==> src/rtl/rf_ctrl_pkg.sv <==
// Shared opcode and state encodings plus default widths for the register-file controller.
package rf_ctrl_pkg;

    localparam int unsigned DATA_W_DEF = 8;
    localparam int unsigned ADDR_W_DEF = 3;
    localparam int unsigned OP_W       = 2;

    typedef enum logic [OP_W-1:0] {
        OP_LDI = 2'b00,
        OP_MOV = 2'b01,
        OP_ADD = 2'b10,
        OP_SUB = 2'b11
    } op_e;

    typedef enum logic [1:0] {
        IDLE  = 2'b00,
        READ  = 2'b01,
        EXEC  = 2'b10,
        WRITE = 2'b11
    } state_e;

endpackage

==> src/rtl/rf_ctrl_if.sv <==
// Command bus plus register-file side signals of the controller.
interface rf_ctrl_if
    import rf_ctrl_pkg::*;
#(
    parameter int unsigned DATA_W = DATA_W_DEF,
    parameter int unsigned ADDR_W = ADDR_W_DEF
);

    logic              cmd_valid;
    logic              cmd_ready;
    logic [OP_W-1:0]   cmd_op;
    logic [ADDR_W-1:0] cmd_dst;
    logic [ADDR_W-1:0] cmd_src_a;
    logic [ADDR_W-1:0] cmd_src_b;
    logic [DATA_W-1:0] cmd_imm;

    logic              w;
    logic [ADDR_W-1:0] sw;
    logic [ADDR_W-1:0] sa;
    logic [ADDR_W-1:0] sb;
    logic [DATA_W-1:0] c_in;
    logic [DATA_W-1:0] a_out;
    logic [DATA_W-1:0] b_out;

    logic              done;
    logic [DATA_W-1:0] res_data;
    logic              flag_c;
    logic              flag_z;

    // Controller view
    modport slave (
        input  cmd_valid, cmd_op, cmd_dst, cmd_src_a, cmd_src_b, cmd_imm,
        input  a_out, b_out,
        output cmd_ready, w, sw, sa, sb, c_in, done, res_data, flag_c, flag_z
    );

    // Command issuer / register-file view
    modport master (
        output cmd_valid, cmd_op, cmd_dst, cmd_src_a, cmd_src_b, cmd_imm,
        output a_out, b_out,
        input  cmd_ready, w, sw, sa, sb, c_in, done, res_data, flag_c, flag_z
    );

endinterface

==> src/rtl/alu8.sv <==
// Combinational datapath: result, carry/borrow and zero for every opcode.
module alu8
    import rf_ctrl_pkg::*;
#(
    parameter int unsigned DATA_W = DATA_W_DEF
) (
    input  op_e               op,
    input  logic [DATA_W-1:0] a,
    input  logic [DATA_W-1:0] b,
    input  logic [DATA_W-1:0] imm,
    output logic [DATA_W-1:0] result,
    output logic              c,
    output logic              z
);

    logic [DATA_W:0] sum;

    // Extended-width add/sub so the top bit is carry (ADD) or borrow (SUB)
    always_comb begin
        sum    = '0;
        result = '0;
        c      = 1'b0;
        case (op)
            OP_LDI: result = imm;
            OP_MOV: result = a;
            OP_ADD: begin
                sum    = {1'b0, a} + {1'b0, b};
                result = sum[DATA_W-1:0];
                c      = sum[DATA_W];
            end
            OP_SUB: begin
                sum    = {1'b0, a} - {1'b0, b};
                result = sum[DATA_W-1:0];
                c      = sum[DATA_W];
            end
            default: result = '0;
        endcase
        z = (result == '0);
    end

endmodule

==> src/rtl/rf_ctrl.sv <==
// Register-file controller: accepts LDI/MOV/ADD/SUB commands and sequences
// read, execute and write against an external register file.
module rf_ctrl
    import rf_ctrl_pkg::*;
#(
    parameter int unsigned DATA_W = DATA_W_DEF,
    parameter int unsigned ADDR_W = ADDR_W_DEF
) (
    input  logic       clk,
    input  logic       reset,
    rf_ctrl_if.slave   bus
);

    state_e            state_q, state_d;
    op_e               op_q, op_d;
    logic [ADDR_W-1:0] dst_q, dst_d;
    logic [ADDR_W-1:0] sw_q, sw_d;
    logic [ADDR_W-1:0] sa_q, sa_d;
    logic [ADDR_W-1:0] sb_q, sb_d;
    logic [DATA_W-1:0] c_in_q, c_in_d;
    logic [DATA_W-1:0] res_q, res_d;
    logic              fc_q, fc_d;
    logic              fz_q, fz_d;
    logic              w_q, w_d;
    logic              done_q, done_d;
    logic              ready_q, ready_d;

    op_e               alu_op_c;
    logic [DATA_W-1:0] alu_res_c;
    logic              alu_cy_c;
    logic              alu_z_c;

    // LDI is resolved at acceptance from the live command; others use the latched opcode
    assign alu_op_c = (state_q == IDLE) ? op_e'(bus.cmd_op) : op_q;

    alu8 #(
        .DATA_W (DATA_W)
    ) u_alu (
        .op     (alu_op_c),
        .a      (bus.a_out),
        .b      (bus.b_out),
        .imm    (bus.cmd_imm),
        .result (alu_res_c),
        .c      (alu_cy_c),
        .z      (alu_z_c)
    );

    // Next-state and next-output logic; selects hold unless reloaded
    always_comb begin
        state_d = state_q;
        op_d    = op_q;
        dst_d   = dst_q;
        sw_d    = sw_q;
        sa_d    = sa_q;
        sb_d    = sb_q;
        c_in_d  = c_in_q;
        res_d   = res_q;
        fc_d    = fc_q;
        fz_d    = fz_q;
        w_d     = 1'b0;
        done_d  = 1'b0;

        case (state_q)
            IDLE: begin
                if (bus.cmd_valid) begin
                    op_d  = op_e'(bus.cmd_op);
                    dst_d = bus.cmd_dst;
                    if (op_e'(bus.cmd_op) == OP_LDI) begin
                        state_d = WRITE;
                        w_d     = 1'b1;
                        done_d  = 1'b1;
                        sw_d    = bus.cmd_dst;
                        c_in_d  = alu_res_c;
                        res_d   = alu_res_c;
                        fc_d    = alu_cy_c;
                        fz_d    = alu_z_c;
                    end else begin
                        state_d = READ;
                        sa_d    = bus.cmd_src_a;
                        sb_d    = bus.cmd_src_b;
                    end
                end
            end
            READ: begin
                state_d = EXEC;
            end
            EXEC: begin
                state_d = WRITE;
                w_d     = 1'b1;
                done_d  = 1'b1;
                sw_d    = dst_q;
                c_in_d  = alu_res_c;
                res_d   = alu_res_c;
                fc_d    = alu_cy_c;
                fz_d    = alu_z_c;
            end
            WRITE: begin
                state_d = IDLE;
            end
            default: begin
                state_d = IDLE;
            end
        endcase

        ready_d = (state_d == IDLE);
    end

    // State and output registers; reset aborts any command in flight
    always_ff @(posedge clk or posedge reset) begin
        if (reset) begin
            state_q <= IDLE;
            op_q    <= OP_LDI;
            dst_q   <= '0;
            sw_q    <= '0;
            sa_q    <= '0;
            sb_q    <= '0;
            c_in_q  <= '0;
            res_q   <= '0;
            fc_q    <= 1'b0;
            fz_q    <= 1'b0;
            w_q     <= 1'b0;
            done_q  <= 1'b0;
            ready_q <= 1'b1;
        end else begin
            state_q <= state_d;
            op_q    <= op_d;
            dst_q   <= dst_d;
            sw_q    <= sw_d;
            sa_q    <= sa_d;
            sb_q    <= sb_d;
            c_in_q  <= c_in_d;
            res_q   <= res_d;
            fc_q    <= fc_d;
            fz_q    <= fz_d;
            w_q     <= w_d;
            done_q  <= done_d;
            ready_q <= ready_d;
        end
    end

    assign bus.cmd_ready = ready_q;
    assign bus.w         = w_q;
    assign bus.sw        = sw_q;
    assign bus.sa        = sa_q;
    assign bus.sb        = sb_q;
    assign bus.c_in      = c_in_q;
    assign bus.done      = done_q;
    assign bus.res_data  = res_q;
    assign bus.flag_c    = fc_q;
    assign bus.flag_z    = fz_q;

endmodule

==> src/flat_wrapper.sv <==
// flat-port wrapper written by rule: the top's interface ports become plain ports
module rf_ctrl_flat import rf_ctrl_pkg::*;
#(
    parameter int unsigned DATA_W = DATA_W_DEF,
    parameter int unsigned ADDR_W = ADDR_W_DEF
)
  (clk, reset, bus_cmd_valid, bus_cmd_op, bus_cmd_dst, bus_cmd_src_a, bus_cmd_src_b, bus_cmd_imm, bus_a_out, bus_b_out, bus_cmd_ready, bus_w, bus_sw, bus_sa, bus_sb, bus_c_in, bus_done, bus_res_data, bus_flag_c, bus_flag_z);
  rf_ctrl_if #(.DATA_W(DATA_W), .ADDR_W(ADDR_W)) bus_i ();
  input  logic clk;
  input  logic reset;
  input wire logic [$bits(bus_i.cmd_valid)-1:0] bus_cmd_valid;
  input wire logic [$bits(bus_i.cmd_op)-1:0] bus_cmd_op;
  input wire logic [$bits(bus_i.cmd_dst)-1:0] bus_cmd_dst;
  input wire logic [$bits(bus_i.cmd_src_a)-1:0] bus_cmd_src_a;
  input wire logic [$bits(bus_i.cmd_src_b)-1:0] bus_cmd_src_b;
  input wire logic [$bits(bus_i.cmd_imm)-1:0] bus_cmd_imm;
  input wire logic [$bits(bus_i.a_out)-1:0] bus_a_out;
  input wire logic [$bits(bus_i.b_out)-1:0] bus_b_out;
  output wire logic [$bits(bus_i.cmd_ready)-1:0] bus_cmd_ready;
  output wire logic [$bits(bus_i.w)-1:0] bus_w;
  output wire logic [$bits(bus_i.sw)-1:0] bus_sw;
  output wire logic [$bits(bus_i.sa)-1:0] bus_sa;
  output wire logic [$bits(bus_i.sb)-1:0] bus_sb;
  output wire logic [$bits(bus_i.c_in)-1:0] bus_c_in;
  output wire logic [$bits(bus_i.done)-1:0] bus_done;
  output wire logic [$bits(bus_i.res_data)-1:0] bus_res_data;
  output wire logic [$bits(bus_i.flag_c)-1:0] bus_flag_c;
  output wire logic [$bits(bus_i.flag_z)-1:0] bus_flag_z;
  assign bus_i.cmd_valid = bus_cmd_valid;
  assign bus_i.cmd_op = bus_cmd_op;
  assign bus_i.cmd_dst = bus_cmd_dst;
  assign bus_i.cmd_src_a = bus_cmd_src_a;
  assign bus_i.cmd_src_b = bus_cmd_src_b;
  assign bus_i.cmd_imm = bus_cmd_imm;
  assign bus_i.a_out = bus_a_out;
  assign bus_i.b_out = bus_b_out;
  assign bus_cmd_ready = bus_i.cmd_ready;
  assign bus_w = bus_i.w;
  assign bus_sw = bus_i.sw;
  assign bus_sa = bus_i.sa;
  assign bus_sb = bus_i.sb;
  assign bus_c_in = bus_i.c_in;
  assign bus_done = bus_i.done;
  assign bus_res_data = bus_i.res_data;
  assign bus_flag_c = bus_i.flag_c;
  assign bus_flag_z = bus_i.flag_z;
  rf_ctrl #(.DATA_W(DATA_W), .ADDR_W(ADDR_W)) u_core (.clk(clk), .reset(reset), .bus(bus_i));
endmodule
==> config.mk <==
export PLATFORM = sky130hd
export DESIGN_NAME = rf_ctrl_flat
export DESIGN_NICKNAME = d
export VERILOG_FILES = /design/src/rtl/rf_ctrl_pkg.sv /design/src/rtl/rf_ctrl_if.sv /design/src/rtl/alu8.sv /design/src/rtl/rf_ctrl.sv /design/src/flat_wrapper.sv
export SDC_FILE = /design/constraint.sdc
export NUM_CORES = 1
export LEC_CHECK = 0
export ABC_AREA = 1
export CAP_MARGIN = 20
export CORE_UTILIZATION = 40
export CTS_BUF_LIST = sky130_fd_sc_hd__clkbuf_8
export DETAILED_ROUTE_END_ITERATION = 10
export GPL_TIMING_DRIVEN = 1
export PLACE_DENSITY = 0.74
export SLEW_MARGIN = 30
export SYNTH_ARGS = -nofsm -noshare
export SYNTH_HDL_FRONTEND = slang
export SYNTH_SLANG_ARGS = --single-unit
==> constraint.sdc <==
create_clock -name clk -period 2.4 [get_ports clk]
set_input_delay 0.48 -clock clk [delete_from_list [all_inputs] [get_ports clk]]
set_output_delay 0.48 -clock clk [all_outputs]
set_load 0.05 [all_outputs]
==> flow_summary.yaml, run 1 <==
worst_setup_path:
  timing.rr.end: "u_core.bus.flag_z"
  slowest_stage: "clkdlybuf4s50_1"
  r2r_slack_ns: 0.33
  reg2reg_depth: 15
  max_stage_delay_ns: 0.51
  cp.depth: 15
  critical-path-top-delay-family: "simple AND/OR/NAND/NOR gates"
  critPathMaxFanout: 3
  r2r-start: "u_core.state_q[0]"
  cp_cell_sequence: "clkdlybuf4s50_1, ha_1, inv_1, fa_2, nor2_1, nor2_1, nand3_1, nand3_1, nand2_1, nand2_1, nor2_1, nand3_1, nor2_1, nand2_1, nand2_1"
  path_class: "input pin to flop"
  cp-start-kind: "input pin"
  cp.arrival_ns: 2.44
  cp-end-kind: "flop"
  cp_data_required_time_ns: 2.62
  path_buf_inv: 2
pwr:
  seqPwrFrac: 0.207
  p_int_mw: 1.93
  p_comb_frac: 0.702
  power_frac_clock: 0.091
  p_leak_nw: 1.60
  switching_share: 0.527
  p_sw_mw: 2.15
  ir_worst_vdd_v: 0.000866
  power_density_nw_per_um2: 1310
  power.total_mw: 4.08
floorplan:
  pin_count: 68
  start_util: 0.427
  die_h_um: 76.8
  die_area_um2: 5890
  fp.dieW_um: 76.8
  fp-row-count: 26
  coreArea_um2: 5240
synth:
  seq_area_frac_synth: 0.314
  synth_top_area_frac: 0.302
  synth.distinct_cells: 29
  synthesis.instances: 318
  syn_nets: 377
  netlist_area_um2: 2240
  ys_ff_latch: 28
  synth_area_leaders: "dfrtp_1 30%, nand2_1 17%, ha_1 11%, inv_1 7.4%, nand3_1 7.4%"
  synth_top_area_cell: "dfrtp_1"
  avgSynthCellArea_um2: 7.03
  ys_warn_count: 0
sta:
  final.setup.tns_ns: 0
  period_needed_ns: 2.22
  finClkSkew_ns: 0.00635
  rsz0062_at_grt: "no"
  slew_violations: 0
  worst_slack_ns: 0.185
  fin_crit_sh: 0.923
  hold_ws_ns: 0.497
  worstMarginPinSlew_ns: 0.508
  max_freq_ghz: 0.451
  setup_viol: 0
  hold_violations: 0
  slew_headroom: 0.660
grt:
  grt_pass1_vias: 2014
  grt_pass1_wl_mm: 9.09
  antenna_found_initial: 0
  grtUsageTotal: 0.188
  grt_max_degree: 29
  overflow: 0
route:
  drtIter0Drc: 104
  first_pass_iters: 4
  drcViolationCount: 0
  post_drt_wl_per_cell_um: 11.9
  vias: 2194
  routed_wl_mm: 5.50
  viasPerCell: 4.76
  ant_nets: 0
clocking:
  cts_buffers: 3
  tritoncts: "built"
  root_buffer: "clkbuf_8"
  clockBufferDepth: 2
  clk_latency_ns: 0.27
  cts_max_level: 1
  cts.sinks: 28
  clk_pin_slew_ns: 0.10
hold_path:
  hold_class: "flop to flop"
  min-delay-start: "u_core.dst_q[1]"
  hold_path_end: "u_core.dst_q[1]"
  whs_path_depth: 2
final_layout:
  diodes: 0
  design_area_um2: 3110
  drive_gt1_frac: 0.113
  fin_nets: 451
  layout_common_cells: "101 x nand2_1, 65 x clkdlybuf4s50_1, 44 x inv_1"
  area_growth_pct: 39.3
  layout_commonest_cell: "nand2_1"
placement:
  placed_area_um2: 3020
  portBuffers: 67
  place_ws_ns: -0.150
  gp_congestion: 0.852
  dp_hpwl_mm: 4.36
outcome:
  status: "complete, no violations"
job:
  drv_cap: 0
==> sequential cells by signal, summed over array words and instances (netlist names) <==
| signal | flops |
|---|---|
| u_core.bus.c_in | 8 |
| u_core.bus.cmd_ready | 1 |
| u_core.bus.flag_c | 1 |
| u_core.bus.flag_z | 1 |
| u_core.bus.sa | 3 |
| u_core.bus.sb | 3 |
| u_core.bus.sw | 3 |
| u_core.bus.w | 1 |
| u_core.dst_q | 3 |
| u_core.op_q | 2 |
| u_core.state_q | 2 |
==> layer usage <==
metal | vias to the layer above | global-route usage | routed length [µm]
met5 | - | 0 | 0
met4 | 0 | 0.0154 | 14
met3 | 2 | 0.0321 | 330
met2 | 62 | 0.321 | 2700
met1 | 997 | 0.257 | 2450
li1 | 1133 | - | -
==> kinds of logic after synthesis <==
kind of cell	Yosys count	synth area share
flops	28	0.314
mux	6	0.0302
xor+xnor	1	0.00392
fa+ha+maj	21	0.124
buf+inv	62	0.124
simple gates	171	0.330
compound gates	29	0.0739
==> power groups by stage <==
stage | Clock, mW | Sequential, mW | Combinational, mW
6_report | 0.371 | 0.843 | 2.86
5_1_grt | 0.395 | 0.871 | 3.10
4_1_cts | 0.377 | 0.845 | 2.84
3_5_place_dp | 0 | 0.853 | 2.84
3_3_place_gp | 0 | 0.842 | 2.80
2_1_floorplan | 0 | 1.40 | 1.47
==> worst register-to-register path, stage by stage (launching register included) <==
cell	delay, ns
dfrtp_1	0.37
inv_1	0.10
ha_2	0.34
inv_4	0.06
nand2_2	0.07
nand2_4	0.10
nor2_8	0.16
inv_2	0.06
or2_0	0.19
nand2_1	0.08
inv_1	0.04
nor2_1	0.12
nand3_1	0.10
nor2_1	0.11
nand2_1	0.07
nand2_1	0.05
==> cell type report <==
cell class | instances | area, µm²
clock buffers | 3 | 41.3
clock inverters | 1 | 30.0
fillers | 476 | 2120
inverters | 47 | 179
multi-input cells | 228 | 1270
flip-flops and latches | 28 | 702
well taps | 70 | 87.6
repair buffers | 84 | 803
==> Yosys cell counts <==
cell and count:
nor2_1 25, xnor2_1 1, or2_0 1, a21oi_1 8, o22ai_1 1, nand3_1 33
o21bai_1 2, fa_1 2, dfstp_2 1, dfrtp_1 27, ha_1 19, inv_2 2
inv_4 1, o21ai_0 15, nor3_1 1, nand2_1 101, buf_2 1, nand2_2 3
mux2_2 6, inv_1 44, buf_4 9, nand3b_1 1, a21oi_4 1, nand2_4 2
a31oi_1 2, clkbuf_1 4, nor2_8 1, nand4_1 3, buf_6 1
==> stage by stage <==
stage / std cells / util
after floorplan: 318 / -
after global placement: 457 / 0.577
after detailed placement: 457 / 0.577
after CTS: 461 / 0.591
after global routing: 461 / 0.595
final: 461 / 0.595
==> how the worst max path moves through the flow <==
stage                       from                end  slack, ns
CTS                 bus_b_out[0]  u_core.bus.flag_z       0.13
global placement    bus_a_out[0]  u_core.bus.flag_z      -0.09
detailed placement  bus_b_out[0]  u_core.bus.flag_z      -0.15
global route        bus_b_out[2]  u_core.bus.flag_z       0.03
floorplan           bus_b_out[0]  u_core.bus.flag_c       0.52
finish              bus_b_out[0]  u_core.bus.flag_z       0.18
==> repair_timing <==
action	4_1_cts	5_1_grt
gates resized for setup	0	8
buffers inserted	0	0
hold buffers	0	0
endpoints found under the setup margin	0	1
Power figures use the tool's default switching activity.
==> inputs of run 2 (changes only) <==
--- a/config.mk
+++ b/config.mk
@@ -7,12 +7,11 @@
 export LEC_CHECK = 0
 export ABC_AREA = 1
 export CAP_MARGIN = 20
-export CORE_UTILIZATION = 40
+export CORE_UTILIZATION = 49
 export CTS_BUF_LIST = sky130_fd_sc_hd__clkbuf_8
 export DETAILED_ROUTE_END_ITERATION = 10
 export GPL_TIMING_DRIVEN = 1
-export PLACE_DENSITY = 0.74
-export SLEW_MARGIN = 30
+export PLACE_DENSITY = 0.87
 export SYNTH_ARGS = -nofsm -noshare
 export SYNTH_HDL_FRONTEND = slang
 export SYNTH_SLANG_ARGS = --single-unit
==> run 2 against run 1 <==
Against the previous run:
- clock skew shrank 0.0018 ns
- highest routed layer unchanged
- sequential power is essentially flat
- first-iteration DRC count grew 110%
==> flow_summary.yaml, run 2 (synthesized netlist as in run 1, its figures left out) <==
outcome:
  status: "complete, no violations"
grt:
  overflow: 0
  grtUsageMet1: 0.312
  busiest_layer: "met2"
  antenna_found_initial: 0
  grt_max_degree: 29
  grt_pass1_vias: 2109
  grt_pass1_wl_mm: 9.36
  met2_usage: 0.409
  grtUsageMet3: 0.0334
  grtUsageTotal: 0.236
clocking:
  root_buffer: "clkbuf_8"
  tritoncts: "built"
  cts_max_level: 1
  clk_pin_slew_ns: 0.10
  post_cts_buffers: 0
  cts.sinks: 28
  clockBufferDepth: 2
  clk_latency_ns: 0.28
  cts_buffers: 3
floorplan:
  coreArea_um2: 4380
  pin_count: 68
  die_area_um2: 4840
  fp.dieW_um: 69.6
  fp-row-count: 24
  die_h_um: 69.6
  start_util: 0.510
worst_setup_path:
  cp.arrival_ns: 2.43
  crit_path_start: "bus_b_out[2]"
  path_class: "input pin to flop"
  cp-start-kind: "input pin"
  cp-end-kind: "flop"
  r2r-start: "u_core.state_q[0]"
  critPathMaxFanout: 5
  cp_data_required_time_ns: 2.62
sta:
  rsz0062_at_grt: "no"
  worstMarginPinSlew_ns: 0.523
  setup_viol: 0
  slew_headroom: 0.650
  hold_ws_ns: 0.489
  fin_crit_sh: 0.918
  max_freq_ghz: 0.454
  slew_violations: 0
  period_needed_ns: 2.20
  hold_violations: 0
  finClkSkew_ns: 0.00456
route:
  ant_nets: 0
  post_drt_wl_per_cell_um: 12.4
  drcViolationCount: 0
  routed_wl_mm: 5.54
  first_pass_iters: 5
  drtIter0Drc: 214
  viasPerCell: 5.08
  vias: 2269
job:
  drv_cap: 0
final_layout:
  final_cells: 447
  multi_input_area_um2: 1260
  drive_gt1_frac: 0.111
  layout_common_cells: "101 x nand2_1, 67 x clkdlybuf4s50_1, 44 x inv_1"
  regArea_um2: 702
  diodes: 0
  layout_commonest_cell: "nand2_1"
  fillerInstances: 348
  area_growth_pct: 38.9
  design_area_um2: 3110
  largest_register_ffs: 8
  fin_nets: 455
placement:
  dp_hpwl_mm: 4.39
  gp_congestion: 0.943
  portBuffers: 67
  placed_area_um2: 3030
  dp_cells: 443
pwr:
  ir_worst_vdd_v: 0.00105
  power.total_mw: 4.12
  p_leak_nw: 1.60
  power_density_nw_per_um2: 1330
hold_path:
  min-delay-start: "u_core.bus.flag_c"
  hold_class: "flop to flop"
## run 2: cell count changes in the layout (fill, tap and decap cells not counted)
cell,before,now
buf_4,17,21
clkdlybuf4s50_1,65,67
dlymetal6s2s_1,2,0
ha_1,17,19
ha_2,2,0
nor2_1,23,25
nor2_2,2,0
## run 2: path summary, 6_finish.rpt
check | cells past startpoint | slack, ns | to
setup / recovery | 15 | 0.20 | u_core.bus.flag_z
hold / removal | 2 | 0.49 | u_core.bus.flag_c
setup reg to reg | 15 | 0.33 | u_core.bus.flag_z
hold reg to reg | 2 | 0.49 | u_core.bus.flag_c
max in group asynchronous | 3 | 1.53 | u_core.bus.cmd_ready
min in group asynchronous | 3 | 0.56 | u_core.bus.sw[1]
## run 2: where the power goes
| group | switching (mW) | total (mW) | internal [mW] |
|---|---|---|---|
| Clock | 0.149 | 0.372 | 0.224 |
| Sequential | 0.135 | 0.843 | 0.708 |
| Combinational | 1.89 | 2.90 | 1.02 |
## run 2: layer usage
| metal | part of all wire | wire length, µm |
|---|---|---|
| met3 | 0.058 | 324 |
| met2 | 0.49 | 2720 |
| met1 | 0.44 | 2420 |
| met4 | 0.014 | 78 |
| met5 | 0 | 0 |
## run 2: worst max-delay path, cell delays in order
cell and delay [ns]:
clkdlybuf4s50_1 0.48, inv_1 0.05, ha_1 0.35, inv_1 0.07, nor2_1 0.09, nand2_1 0.08
nand2_1 0.15, nand2_1 0.07, nand3_1 0.06, nand3_1 0.07, nor2_1 0.17, nand3_1 0.10
nor2_1 0.09, nand2_1 0.05, nand2_1 0.05
## run 2: cell type report
type,count,share of cell area
Clock buffer,3,0.0133
Multi-Input combinational cell,228,0.406
Clock inverter,1,0.00967
Inverter,47,0.0576
Sequential cell,28,0.226
Tap cell,52,0.0209
Timing Repair Buffer,88,0.267
## run 2: timing repair
action	in CTS	in global routing
hold buffers	0	0
endpoints found under the setup margin	0	2
resized for setup	0	2
## run 2: through the flow
step / worst slack, ns / setup TNS, ns / utilization
after floorplan: 0.518 / 0 / -
after global placement: -0.0679 / -0.129 / 0.691
after detailed placement: -0.148 / -0.365 / 0.691
after CTS: 0.138 / 0 / 0.707
after global routing: 0.00823 / 0 / 0.709
final: 0.197 / 0 / 0.709
==> inputs of run 3 (changes only) <==
--- a/config.mk
+++ b/config.mk
@@ -7,11 +7,13 @@
 export LEC_CHECK = 0
 export ABC_AREA = 1
 export CAP_MARGIN = 20
-export CORE_UTILIZATION = 49
+export CORE_UTILIZATION = 50
 export CTS_BUF_LIST = sky130_fd_sc_hd__clkbuf_8
 export DETAILED_ROUTE_END_ITERATION = 10
 export GPL_TIMING_DRIVEN = 1
-export PLACE_DENSITY = 0.87
+export HOLD_SLACK_MARGIN = 0.08
+export PLACE_DENSITY = 0.88
 export SYNTH_ARGS = -nofsm -noshare
 export SYNTH_HDL_FRONTEND = slang
+export SYNTH_HIERARCHICAL = 1
 export SYNTH_SLANG_ARGS = --single-unit
==> run 3 against run 2 <==
Against the previous run:
- worst hold slack gained 0.0056 ns
- critical endpoint is now u_core/bus.flag_z
- the run now ends with design-rule violations left
- sequential share of layout area shrank 0.82 points
- highest routed layer unchanged
- global-route usage grew 0.76 points
- clock-buffer cell count is the same
==> flow_summary.yaml, run 3 <==
grt:
  grt_pass1_vias: 2185
  grtUsageTotal: 0.244
  grtUsageMet3: 0.0214
  grtUsageMet1: 0.321
  overflow: 0
  antenna_found_initial: 0
  grt_pass1_wl_mm: 9.71
  busiest_layer: "met2"
  met2_usage: 0.429
  grt_max_degree: 17
job:
  drv_cap: 0
sta:
  finClkSkew_ns: 0.0180
  hold_ws_ns: 0.494
  worst_slack_ns: 0.199
  rsz0062_at_grt: "no"
  max_freq_ghz: 0.454
  worstMarginPinSlew_ns: 0.511
  slew_violations: 0
  hold_violations: 0
  setup_viol: 0
  final.setup.tns_ns: 0
  slew_headroom: 0.658
  period_needed_ns: 2.20
  fin_crit_sh: 0.917
placement:
  gp_congestion: 0.924
  place_ws_ns: -0.220
  dp_cells: 471
  placed_area_um2: 3120
  portBuffers: 67
  dp_hpwl_mm: 4.70
synth:
  synth_top_area_cell: "dfrtp_1"
  ys_warn_count: 6
  netlist_area_um2: 2350
  async_flop_share: 1.00
  synth_common_cells: "121 x nand2_1, 49 x inv_1, 43 x nand3_1, 27 x dfrtp_1, 20 x ha_1"
  yosys_most_used_dff: "dfrtp_1"
  synth_top_area_frac: 0.287
  synth_most_common_cell: "nand2_1"
  syn_nets: 409
  synth.distinct_cells: 32
  synthesis.instances: 349
  synth_area_leaders: "dfrtp_1 29%, nand2_1 19%, ha_1 11%, nand3_1 9.1%, inv_1 7.8%"
  synth_edf_count: 0
  avgSynthCellArea_um2: 6.74
  seq_area_frac_synth: 0.298
  ys_ff_latch: 28
route:
  drcViolationCount: 12
  viasPerCell: 5.02
  routed_wl_mm: 5.78
  ant_nets: 0
  post_drt_wl_per_cell_um: 12.2
  first_pass_iters: 8
  drtIter0Drc: 142
  vias: 2383
floorplan:
  fp.dieW_um: 70.6
  pin_count: 68
  start_util: 0.530
  die_h_um: 70.6
  die_area_um2: 4990
  fp-row-count: 24
  coreArea_um2: 4440
final_layout:
  final_cells: 475
  layout_common_cells: "119 x nand2_1, 63 x clkdlybuf4s50_1, 48 x inv_1"
  largest_register_ffs: 8
  fin_nets: 484
  area_growth_pct: 36.9
  diodes: 0
  layout_commonest_cell: "nand2_1"
  drive_gt1_frac: 0.130
  design_area_um2: 3220
  utilization: 0.725
outcome:
  status: "finished, violations left"
  violations: "design-rule violations"
worst_setup_path:
  cp-start-kind: "input pin"
  critPathMaxFanout: 8
  cp.arrival_ns: 2.37
  cp-end-kind: "flop"
  cp_data_required_time_ns: 2.57
  path_class: "input pin to flop"
pwr:
  power.total_mw: 4.07
  ir_worst_vdd_v: 0.000575
  p_leak_nw: 1.74
  power_density_nw_per_um2: 1260
clocking:
  cts.sinks: 28
  post_cts_buffers: 0
  cts_max_level: 1
  tritoncts: "built"
  ctsHoldBuffers: 0
  cts_buffers: 3
  clk_latency_ns: 0.28
  clk_pin_slew_ns: 0.11
  clockBufferDepth: 2
  root_buffer: "clkbuf_8"
  post_cts_resize_count: 0
hold_path:
  hold_class: "flop to flop"
run 3: cells by family (layout without fill, tap and decap cells):
kind of cell | Yosys count | after routing | share of synthesized area
buf+inv | 73 | 147 | 0.139
simple gates | 196 | 196 | 0.370
fa+ha+maj | 22 | 22 | 0.123
flops | 28 | 28 | 0.298
compound gates | 30 | 30 | 0.0696
run 3: metal layers:
layer | share of wire | vias up
met3 | 0.044 | 8
met5 | 0 | -
met1 | 0.44 | 1081
met2 | 0.50 | 64
met4 | 0.015 | 0
li1 | - | 1230
run 3: area by class of cell:
cell class,instances,area (µm²)
multi-input combinational,248,1340
sequential,28,702
timing repair buffer,87,831
clock inverter,1,30.0
inverter,56,211
tap,52,65.1
clock buffer,3,41.3
fill,356,1220
run 3: report_power, final:
part,switching (mW),internal (mW)
logic,1.86,1.02
registers,0.129,0.696
clock network,0.151,0.224
run 3: worst paths after layout:
path	from	endpoint	slack, ns	depth (start not counted)
worst max-delay path	bus_b_out[5]	u_core/bus.flag_z	0.20	14
worst min-delay path	u_core/bus.sb[1]	u_core/bus.sb[1]	0.49	2
worst max register to register	u_core/state_q[0]	u_core/bus.flag_z	0.24	17
worst min register to register	u_core/bus.sb[1]	u_core/bus.sb[1]	0.49	2
max in group asynchronous	reset	u_core/bus.res_data[3]	1.26	3
min in group asynchronous	reset	u_core/dst_q[2]	0.53	2
run 3: critical path, stage by stage:
cell             delay (ns)
clkdlybuf4s50_1        0.48
inv_1                  0.04
ha_1                   0.41
inv_1                  0.13
a21oi_1                0.22
nand2_1                0.08
nand2_1                0.09
nand3_1                0.07
nand3_1                0.08
nand2_1                0.07
nand2_1                0.08
nor2_2                 0.04
nand2_1                0.06
nand2_1                0.04
